<file path="src/rtl/mem_port_arbiter.sv">
`default_nettype none
// ============================================================================
//  Module   : mem_port_arbiter
//  Purpose  : Shares one SRAM-like memory port between the instruction-fetch
//             requester (i_*) and the data requester (d_*). Grants at most
//             one request per cycle. Records which requester owns each
//             accepted, unanswered transaction, and uses that record to
//             route the in-order responses back to the right requester.
//  Config   : ARB_RR_EN - when defined, both requesters are arbitrated
//             round-robin. When undefined, data has fixed priority over
//             instruction fetch.
//  Revision : 1.0 - initial release
// ============================================================================
module mem_port_arbiter #(
    parameter int MAX_OUTST = 4
) (
    input  logic        clk,
    input  logic        reset,
    // instruction-fetch requester
    input  logic        i_req,
    input  logic [31:0] i_addr,
    output logic        i_addr_ok,
    output logic        i_data_ok,
    // data requester
    input  logic        d_req,
    input  logic        d_wr,
    input  logic [1:0]  d_size,
    input  logic [31:0] d_addr,
    input  logic [3:0]  d_wstrb,
    input  logic [31:0] d_wdata,
    output logic        d_addr_ok,
    output logic        d_data_ok,
    // shared response data
    output logic [31:0] rsp_rdata,
    // shared memory port
    output logic        m_req,
    output logic        m_wr,
    output logic [1:0]  m_size,
    output logic [31:0] m_addr,
    output logic [3:0]  m_wstrb,
    output logic [31:0] m_wdata,
    input  logic        m_addr_ok,
    input  logic        m_data_ok,
    input  logic [31:0] m_rdata,
    // diagnostics
    output logic        err_stray
);

    localparam int                 c_PTR_W    = $clog2(MAX_OUTST);
    localparam int                 c_CNT_W    = c_PTR_W + 1;
    localparam logic [c_CNT_W-1:0] c_CNT_FULL = c_CNT_W'(MAX_OUTST);

    typedef enum logic [0:0] {
        IDLE = 1'b0,
        HOLD = 1'b1
    } state_t;

    state_t               r_state;
    logic                 r_hold_d;      // side frozen while in HOLD (1 = data)
    logic [MAX_OUTST-1:0] r_fifo_is_d;   // owner of each outstanding slot (1 = data)
    logic [c_PTR_W-1:0]   r_wr_ptr;
    logic [c_PTR_W-1:0]   r_rd_ptr;
    logic [c_CNT_W-1:0]   r_count;
    logic                 r_err_stray;

    logic w_full;
    logic w_sel_d;
    logic w_want;
    logic w_accept;
    logic w_pop;
    logic w_head_d;

`ifdef ARB_RR_EN
    logic r_rr_last_d;   // side granted at the most recent accept (1 = data)
`endif

    assign w_full = (r_count == c_CNT_FULL);

    // Pick the side to present: the frozen side while HOLD, otherwise arbitrate
    always_comb begin
        w_sel_d = 1'b0;
        w_want  = 1'b0;
        if (r_state == HOLD) begin
            w_sel_d = r_hold_d;
            w_want  = r_hold_d ? d_req : i_req;
        end else begin
            w_want  = d_req | i_req;
`ifdef ARB_RR_EN
            // On contention, the side not granted last time wins
            w_sel_d = d_req && (!i_req || !r_rr_last_d);
`else
            w_sel_d = d_req;
`endif
        end
    end

    // A full tracker blocks new requests even if a slot frees this cycle
    assign m_req     = w_want && !w_full;
    assign w_accept  = m_req && m_addr_ok;
    assign i_addr_ok = w_accept && !w_sel_d;
    assign d_addr_ok = w_accept && w_sel_d;

    // Fetches are always word reads, so their write-side fields are forced to zero
    assign m_addr  = w_sel_d ? d_addr  : i_addr;
    assign m_wr    = w_sel_d ? d_wr    : 1'b0;
    assign m_size  = w_sel_d ? d_size  : 2'd2;
    assign m_wstrb = w_sel_d ? d_wstrb : 4'h0;
    assign m_wdata = w_sel_d ? d_wdata : 32'h0;

    // Responses are in order, so the oldest tracked owner gets this response
    assign w_pop     = m_data_ok && (r_count != '0);
    assign w_head_d  = r_fifo_is_d[r_rd_ptr];
    assign i_data_ok = w_pop && !w_head_d;
    assign d_data_ok = w_pop && w_head_d;
    assign rsp_rdata = m_rdata;
    assign err_stray = r_err_stray;

    // Handshake FSM: freeze the presented side until the port accepts it
    always_ff @(posedge clk) begin
        if (reset) begin
            r_state  <= IDLE;
            r_hold_d <= 1'b0;
        end else begin
            case (r_state)
                IDLE: begin
                    if (m_req && !m_addr_ok) begin
                        r_state  <= HOLD;
                        r_hold_d <= w_sel_d;
                    end
                end
                HOLD: begin
                    if (w_accept) begin
                        r_state <= IDLE;
                    end
                end
                default: r_state <= IDLE;
            endcase
        end
    end

    // Owner FIFO: push on accept, pop on response, count tracks occupancy
    always_ff @(posedge clk) begin
        if (reset) begin
            r_fifo_is_d <= '0;
            r_wr_ptr    <= '0;
            r_rd_ptr    <= '0;
            r_count     <= '0;
        end else begin
            if (w_accept) begin
                r_fifo_is_d[r_wr_ptr] <= w_sel_d;
                r_wr_ptr              <= r_wr_ptr + c_PTR_W'(1);
            end
            if (w_pop) begin
                r_rd_ptr <= r_rd_ptr + c_PTR_W'(1);
            end
            case ({w_accept, w_pop})
                2'b10:   r_count <= r_count + c_CNT_W'(1);
                2'b01:   r_count <= r_count - c_CNT_W'(1);
                default: r_count <= r_count;
            endcase
        end
    end

    // Sticky flag for a response arriving with nothing outstanding
    always_ff @(posedge clk) begin
        if (reset) begin
            r_err_stray <= 1'b0;
        end else if (m_data_ok && (r_count == '0)) begin
            r_err_stray <= 1'b1;
        end
    end

`ifdef ARB_RR_EN
    // Remember which side was granted at every accept
    always_ff @(posedge clk) begin
        if (reset) begin
            r_rr_last_d <= 1'b0;
        end else if (w_accept) begin
            r_rr_last_d <= w_sel_d;
        end
    end
`endif

endmodule
`default_nettype wire

</file>
<file path="config.mk">
export PLATFORM = sky130hd
export DESIGN_NAME = mem_port_arbiter
export DESIGN_NICKNAME = d
export VERILOG_FILES = /design/src/rtl/mem_port_arbiter.sv
export SDC_FILE = /design/constraint.sdc
export NUM_CORES = 1
export LEC_CHECK = 0
export CORE_AREA = 2 2 97 99
export CTS_BUF_LIST = sky130_fd_sc_hd__clkbuf_8
export DETAILED_ROUTE_END_ITERATION = 16
export DIE_AREA = 0 0 99 101
export GPL_ROUTABILITY_DRIVEN = 0
export PLACE_DENSITY_LB_ADDON = 0.3
export SLEW_MARGIN = 20
export SYNTH_ARGS = -nofsm -noshare
export SYNTH_HDL_FRONTEND = slang
export SYNTH_SLANG_ARGS = --single-unit
</file>
<file path="constraint.sdc">
create_clock -name clk -period 6.2 [get_ports clk]
set_input_delay 0.62 -clock clk [delete_from_list [all_inputs] [get_ports clk]]
set_output_delay 0.62 -clock clk [all_outputs]
set_load 0.05 [all_outputs]
</file>
**After elaboration in Yosys (flattened, before gate mapping)**

Index checks and enable logic that the tools add are counted.

- Flip-flop bits (word level): 14
- Latch bits: 0
- RAM bits: 0
- Memory bits (read-only): 0
- Input port bits: 141
- Output and inout bits: 109
- Logic and storage cells: 54
- Memories: 0

- Add/subtract/negate cells: 4
- $mul: 0
- Div/mod/pow operators: 0
- Magnitude comparators: 3
- Equal/unequal tests: 3
- Shift-type cells: 0
- Multiplexer cells: 17
- Bitwise logic cells: 2
- Reduce and logical (&&, ||, !) cells: 18

Operators with widths:

| cell | count |
|---|---|
| two-way mux 32 bit | 2 |
| logical AND 1 bit | 10 |
| two-way mux 1 bit | 8 |
| < comparator 2 x 3 -> 1 bit (second input constant) | 2 |
| one-hot mux 3 bit (2 select lines) | 1 |
| adder 2 x 1 -> 2 bit (second input constant) | 2 |
| bitwise mux 4 bit | 1 |
| zero test 1 bit | 4 |
| two-way mux 4 bit | 1 |
| adder 3 x 1 -> 3 bit (second input constant) | 1 |
| equality test 3 bit (second input constant) | 1 |
| zero test 3 bit | 1 |
| nonzero test 3 bit | 1 |
| subtractor 3 x 1 -> 3 bit (second input constant) | 1 |
| binary-select mux 1 bit (select 2 bit) | 1 |
| demux 1 bit (select 2 bit) | 1 |
| equality test 2 x 1 -> 1 bit (second input constant) | 1 |
| equality test 2 bit (second input constant) | 1 |
| >= comparator 2 x 1 -> 1 bit (second input constant) | 1 |
| two-way mux 2 bit | 1 |
| one-hot mux 1 bit (2 select lines) | 1 |
| AND reduction 2 bit | 1 |
| nonzero test 2 bit | 1 |
| NOT 1 bit | 1 |
| OR 1 bit | 1 |

**Longest topological paths before layout**

Gate-level depths: netlist of the first run.

- Word-level depth: 6
- Mapped depth: 11
- Depth with buffers taken out: 10

**Least setup slack after synthesis of the first run**

Ideal clock, no wire load.

- Path type: input-to-output
- Start point: input d_req
- End point: output d_addr_ok
- Arrival: 2194 ps
- Data required time: 5580 ps
- Setup slack: 3386 ps
- Cell stages on the path: 6
- Buffers on the path: 1
- Path through: mux2i_1 > a211oi_4 > and2_1 > buf_6 > inv_2 > nor2_2

- Word-level cells in the longest chain between the ends: 5
- Elaborated cells between the ends (all ways): 7
- Classes of those cells: mux: 3; bitwise: 1; reduce/logical: 3

Ends and longest elaborated chain:

| what | RTL line | RTL |
|---|---|---|
| start: declaration | 25 | `input logic d_req,` |
| OR 1 bit or two-way mux 1 bit (tied branches) | 87, 85 |  |
| two-way mux 1 bit (*) | 83 | `if (r_state == HOLD) begin` |
| logical AND 1 bit (*) | 98 | `assign m_req = w_want && !w_full;` |
| named net m_req | 36 | `output logic m_req,` |
| logical AND 1 bit (*) | 99 | `assign w_accept = m_req && m_addr_ok;` |
| logical AND 1 bit (*) | 101 | `assign d_addr_ok = w_accept && w_sel_d;` |
| end: declaration | 31 | `output logic d_addr_ok,` |

Mark *: on every way through the listed nets, which the timed path passes. The rest lies on a longest branch.

**Worst setup path after layout of the first run**

- Start point: input d_req
- End point: output d_addr_ok

- Word-level cells in the longest chain between the ends: 5
- Elaborated cells between the ends (all ways): 7
- Classes of those cells: mux: 3; bitwise: 1; reduce/logical: 3

Ends and longest elaborated chain:

| what | RTL line |
|---|---|
| OR 1 bit or two-way mux 1 bit (tied branches) | 87, 85 |
| two-way mux 1 bit | 83 |
| logical AND 1 bit | 98 |
| logical AND 1 bit | 99 |
| logical AND 1 bit (*) | 101 |

Mark *: on every way between the ends. The rest lies on a longest branch, timed or not.

==> results.md, run 1 <==
* Die Width at 99 um
* H-tree depth at 1
* Period utilisation layout at 59.7%
* Worst r2r src: r_hold_d
* Mapped Area at 1630 um2
* Min Tclk post-route at 3.70 ns
* Clk pin slew, worst setup/hold paths at 0.06 ns
* Largest net degree at the start of global routing at 46
* Die ar. at 10000 um2
* Dpl hpwl at 5.85 mm
* Mapped Avg Cell Area at 8.65 um2
* Max-Cap Viols at 0
* CTS Buf Count at 3
* Total Wirelength at 6.67 mm
* Unrepaired setup endpoints after global routing: no
* Global Route Usage Sum at 12.6%
* Net switching power at 0.407 mW
* Routed vias/inst at 4.13
* Setup Viol. Count Final at 0
* Sequential power share at 16.8%
* Setup TNS at 0 ns
* Register bit total from synthesis at 14
* Routed WL per cell at 14.9 um
* Postcts setup bufs at 0
* Internal power at 0.402 mW
* Total grt overflow at 0
* Pwr Density at 238 nW/um2
* Cell area after layout at 3400 um2
* Worst-Skew Late Latency at 0.25 ns
* Critical Path Fanout Max at 9
* Leakage at 1.22 nW
* CP startpoint kind: input port
* Peak VDD IR at 0.0000861 V
* CTS tree: done
* Quantity of hold-fixing buffers added after cts at 0
* Vias at 1845
* Critical Path RT at 5.58 ns
* Slew Limit Fails at 0
* Port Buffers at 185
* Root Driver: clkbuf_8
* Hold slack at 0.475 ns
* Placement Cell Area at 3350 um2
* Hold WC Path Type: register to register
* Post_cts resized at 0
* Layout area overhead at 108%
* Slew HR at 61.0%
* Initial Util at 18.2%
* Cell count after synthesis at 189
* Switching portion of total power at 50.3%
* Core Area at 8980 um2
* First-pass GRT wire length at 10.0 mm
* Total clock sinks at 14
* Via count of the first global-routing pass at 1892
* Final net count at 485
* Final ANT Viol Nets at 0
* Fmax at 270 MHz
* Residual DRC count at 0
* Pre-Repair DR Iteration Count at 3
* # IOs at 250
* Fin. Hold Viols at 0
* Combinational power share at 74.0%
* Critical path type: input port to output pin
* Mapped Nets at 336
* Critical path capture point type: output pin
* Yosys warning count at 0
* Worst Clk Skew at 0.00150 ns
* Fraction of layout cells with a size suffix above 1 at 13.1%
* # rows at 35
* Crit path arrival time at 3.08 ns
* Critical Path Start: d_req
* Synth unique cells at 35
* Hold Crit Start: err_stray
* Slew at the pin with the worst max-slew slack at 0.583 ns
* Status: finished, final reports clean
* Initial antenna violation count at 0
* Clock tree buffer depth at 2
* Initial DRC count at 14
* Sequential share of the synthesized area at 17.2%
* Height of the die at 101 um
* Diodes inserted at 0
* Clock share of power at 9.3%
-- critical path: stages --
cell,delay (ns)
clkdlybuf4s50_1,0.56
mux2i_1,0.15
a211oi_4,0.43
and2_1,0.36
inv_2,0.08
nor2_2,0.09
clkdlybuf4s50_1,0.80
-- path summary, 6_finish.rpt --
path	cells after the start	slack, ns	endpoint
hold reg to reg	2	0.47	err_stray
setup reg to reg	10	3.64	r_count[2]
hold / removal	2	0.47	err_stray
setup / recovery	7	2.50	d_addr_ok
-- layout by cell type (no fill, tap or decap), drive strengths merged --
cell type / count
nand4b: 1
o31ai: 1
or2: 1
a31oi: 4
clkbuf: 3
ha: 5
dfxtp: 14
xor2: 3
mux2i: 3
and2: 2
nor2: 12
nor3b: 1
mux2: 32
mux4: 1
or3: 1
and3: 1
nand2b: 1
o21ai: 2
xnor2: 1
inv: 6
nand2: 1
nand3: 1
o31a: 1
fa: 1
a211oi: 1
clkdlybuf4s50: 185
nor3: 2
nor4: 1
a311oi: 4
nor2b: 39
a21oi: 3
buf: 2
-- per-stage QoR --
stage               util (%)  std cells  total power, mW  setup WS, ns
finish                  37.8        447            0.809          2.50
global route            37.8        447            0.855          2.38
CTS                     37.8        447            0.817          2.47
detailed placement      37.4        444            0.739          2.49
global placement        37.4        444            0.735          2.53
floorplan                  -        189            0.577          3.39
-- cell type report --
class / count / area, um2
Timing Repair Buffer: 187 / 1870
Tap cell: 111 / 139
Multi-Input combinational cell: 126 / 1050
Clock buffer: 3 / 41.3
Inverter: 6 / 22.5
Fill cell: 924 / 5580
Sequential cell: 14 / 280
-- synthesized netlist by cell type --
master | number | share of area [%]
or3_1 | 1 | 0.38
buf_6 | 1 | 0.69
fa_1 | 1 | 1.2
o21ai_0 | 2 | 0.61
ha_1 | 5 | 3.8
mux2_2 | 32 | 22
buf_2 | 7 | 2.1
inv_1 | 5 | 1.1
o31a_1 | 1 | 0.54
inv_2 | 1 | 0.23
nor4_1 | 1 | 0.38
clkbuf_1 | 3 | 0.69
and2_1 | 2 | 0.77
nand4b_1 | 1 | 0.54
nand2_1 | 1 | 0.23
nor2b_1 | 39 | 15
and3_1 | 1 | 0.38
mux2i_1 | 3 | 1.8
dfxtp_1 | 14 | 17
xnor2_1 | 1 | 0.54
nor3_1 | 2 | 0.61
o31ai_1 | 1 | 0.46
mux4_2 | 1 | 1.4
a31oi_1 | 4 | 1.5
xor2_1 | 3 | 1.6
or2_2 | 1 | 0.38
a311oi_1 | 4 | 2.1
a21oi_1 | 3 | 0.92
buf_4 | 32 | 15
nand2b_1 | 1 | 0.38
nor2_2 | 1 | 0.38
nor3b_4 | 1 | 1.1
nor2_1 | 11 | 2.5
nand3_1 | 1 | 0.31
a211oi_4 | 1 | 1.2
-- power by group through the flow --
stage	clock [mW]	sequential (mW)	combinational [mW]
3_5_place_dp	0	0.137	0.602
3_3_place_gp	0	0.136	0.599
4_1_cts	0.0769	0.135	0.605
6_report	0.0751	0.136	0.599
2_1_floorplan	0	0.138	0.439
5_1_grt	0.0802	0.141	0.633
-- routing by layer --
| layer | GRT usage (%) | routed length (um) | vias to the layer above |
|---|---|---|---|
| li1 | - | - | 895 |
| met1 | 13.8 | 2510 | 836 |
| met2 | 23.2 | 3500 | 107 |
| met3 | 4.51 | 602 | 7 |
| met4 | 2.53 | 63 | 0 |
| met5 | 0 | 0 | - |
-- registers in the layout, summed over array words and instances (netlist names), named ones only --
register     count
err_stray        1
r_fifo_is_d      4
r_rd_ptr         2
r_hold_d         1
r_wr_ptr         2
r_count          3
-- cell families (layout without fill, tap and decap cells) --
logic type | count (synthesis) | count (layout) | share of synthesized area, %
simple gates | 64 | 64 | 23.4
flops | 14 | 14 | 17.2
fa+ha+maj | 6 | 6 | 5.05
xor+xnor | 4 | 4 | 2.14
compound gates | 16 | 16 | 7.43
mux | 36 | 36 | 25.3
buf+inv | 49 | 196 | 19.6
Note: power is estimated with default switching activity, not from simulation.
==> run 2: changes to the inputs <==
--- a/config.mk
+++ b/config.mk
@@ -5,10 +5,10 @@
 export SDC_FILE = /design/constraint.sdc
 export NUM_CORES = 1
 export LEC_CHECK = 0
-export CORE_AREA = 2 2 97 99
+export CORE_AREA = 2 2 96 98
 export CTS_BUF_LIST = sky130_fd_sc_hd__clkbuf_8
 export DETAILED_ROUTE_END_ITERATION = 16
-export DIE_AREA = 0 0 99 101
+export DIE_AREA = 0 0 98 100
 export GPL_ROUTABILITY_DRIVEN = 0
 export PLACE_DENSITY_LB_ADDON = 0.3
 export SLEW_MARGIN = 20
==> constraint.sdc (replaced) <==
create_clock -name clk -period 3.5 [get_ports clk]
set_input_delay 0.35 -clock clk [delete_from_list [all_inputs] [get_ports clk]]
set_output_delay 0.35 -clock clk [all_outputs]
set_load 0.05 [all_outputs]
==> run 2 against run 1 <==
Effect of this change:
- die area down 2.0%
- sequential cell count unchanged
- clock-buffer cell count up 1
- combinational power up 79%
- critical path depth unchanged
- largest cell class unchanged
- largest power group unchanged
==> results.md, run 2 (same netlist as run 1, synthesis figures left out) <==
* Peak VDD IR at 0.000185 V
* H-tree depth at 1
* CTS tree: done
* Final ANT Viol Nets at 0
* Hold WC Path Type: register to register
* Routed vias/inst at 4.13
* Pre-Repair DR Iteration Count at 4
* Fill cell count at 887
* Slowest cell on crit path: clkdlybuf4s50_1
* Placed instance count at 446
* Fraction of layout cells with a size suffix above 1 at 14.2%
* R2R Path End: r_count[2]
* Critical Path Fanout Max at 8
* CP startpoint kind: input port
* Critical Path Start: d_req
* Initial antenna violation count at 2
* Worst-Skew Late Latency at 0.25 ns
* Period utilisation layout at 85.9%
* Clock tree buffer depth at 2
* Total clock sinks at 14
* Commonest non-fill, non-tap cell in the layout: clkdlybuf4s50_1
* Slew Limit Fails at 0
* Final net count at 487
* Vias at 1869
* Initial Util at 18.4%
* Initial DRC count at 16
* Height of the die at 100 um
* Via count of the first global-routing pass at 1908
* Hold slack at 0.472 ns
* Worst Clk Skew at 0.00145 ns
* Combinational power share at 72.7%
* Biggest register: r_fifo_is_d
* Critical path capture point type: output pin
* Pre-CTS WS at 0.505 ns
* Fin. Hold Viols at 0
* Post_cts resized at 0
* Min Tclk post-route at 3.01 ns
* Number of flip-flops in the largest register at 4
* Crit path arrival time at 2.66 ns
* Slew at the pin with the worst max-slew slack at 0.569 ns
* Status: finished, final reports clean
* Critical Path RT at 3.15 ns
* Hold depth at 2
* # IOs at 250
* Fmax at 333 MHz
* Postcts setup bufs at 0
* Sequential Area at 280 um2
* Pwr Density at 428 nW/um2
* Die Width at 98 um
* Routed WL per cell at 14.6 um
* Hold Path End: err_stray
* Residual DRC count at 0
* Setup Viol. Count Final at 0
* Port Buffers at 185
* Sequential power share at 16.3%
* # rows at 35
* Slew HR at 62.0%
* Switching portion of total power at 49.4%
* Unrepaired setup endpoints after global routing: no
* Global Route Usage Sum at 12.6%
* CP dominant cell by count: clkdlybuf4s50_1
* Core Area at 8890 um2
* Final Util at 38.7%
* Worst r2r src: r_hold_d
* Critical path type: input port to output pin
* Reg-to-reg setup timing slack at 1.02 ns
* Biggest regs: r_fifo_is_d: 4 flops, r_count: 3 flops
* Crit path cell chain: clkdlybuf4s50_1 > mux2i_1 > a211oi_4 > and2_1 > inv_2 > nor2_2 > clkdlybuf4s50_1
* Die ar. at 9800 um2
* Leakage at 1.24 nW
* Crit-path max cell delay at 0.81 ns
* Fin worst setup slack at 0.493 ns
* Finished Layout Cells at 452
* Largest net degree at the start of global routing at 47
* Root Driver: clkbuf_8
* Most frequent cells in the layout: 184 x clkdlybuf4s50_1, 39 x nor2b_1, 32 x mux2_2
* R2R depth at 10
* Dpl hpwl at 5.77 mm
* Setup TNS at 0 ns
* Multi-input logic area at 1050 um2
* Layout area overhead at 110%
* Max-Cap Viols at 0
* First-pass GRT wire length at 9.92 mm
* Total Wirelength at 6.62 mm
* Net switching power at 0.727 mW
* Internal power at 0.744 mW
* Total grt overflow at 0
* Clk pin slew, worst setup/hold paths at 0.06 ns
* Hold Crit Start: err_stray
* Quantity of hold-fixing buffers added after cts at 0
* CTS Buf Count at 3
* Clock share of power at 10.9%
[run 2: critical path, delay by kind of cell]
kind / cells / cell delay, ns
AOI/OAI and AO/OA: 1 / 0.27
buffers and inverters: 3 / 1.46
muxes: 1 / 0.15
and+or+nand+nor: 2 / 0.43
[run 2: power by group through the flow]
stage	clock, mW	sequential (mW)	combinational [mW]
after floorplan	0	0.245	0.777
after global placement	0	0.241	1.07
after detailed placement	0	0.242	1.08
after CTS	0.163	0.240	1.08
after global routing	0.170	0.245	1.13
final	0.161	0.240	1.07
[run 2: per-stage QoR]
stage / area (um2) / power [mW]
floorplan: 1630 / 1.02
global placement: 3380 / 1.31
detailed placement: 3380 / 1.32
CTS: 3430 / 1.48
global route: 3430 / 1.55
finish: 3440 / 1.47
[run 2: layout make-up]
class | count | area share, %
Inverter | 6 | 0.655
Timing Repair Buffer | 189 | 55.0
Tap cell | 111 | 4.04
Clock buffer | 4 | 1.60
Sequential cell | 14 | 8.15
Multi-Input combinational cell | 126 | 30.4
Antenna cell | 2 | 0.146
[run 2: per-layer routing]
| metal | wire length [um] | global-route usage, % |
|---|---|---|
| met5 | 0 | 0 |
| met4 | 68 | 2.56 |
| met3 | 809 | 6.96 |
| met2 | 3260 | 21.8 |
| met1 | 2480 | 13.7 |
[run 2: worst max path at each step]
stage,endpoint,depth (start not counted)
2_1_floorplan,r_count[2],11
3_3_place_gp,d_addr_ok,7
3_5_place_dp,d_addr_ok,7
4_1_cts,d_addr_ok,7
5_1_grt,d_addr_ok,7
6_report,d_addr_ok,7
==> run 3: changes to the inputs <==
--- a/config.mk
+++ b/config.mk
@@ -5,6 +5,7 @@
 export SDC_FILE = /design/constraint.sdc
 export NUM_CORES = 1
 export LEC_CHECK = 0
+export ABC_CLOCK_PERIOD_IN_PS = 3500
 export CORE_AREA = 2 2 96 98
 export CTS_BUF_LIST = sky130_fd_sc_hd__clkbuf_8
 export DETAILED_ROUTE_END_ITERATION = 16
==> results of run 3 <==
Final layout, timing and power as in run 2 (identical DEF).
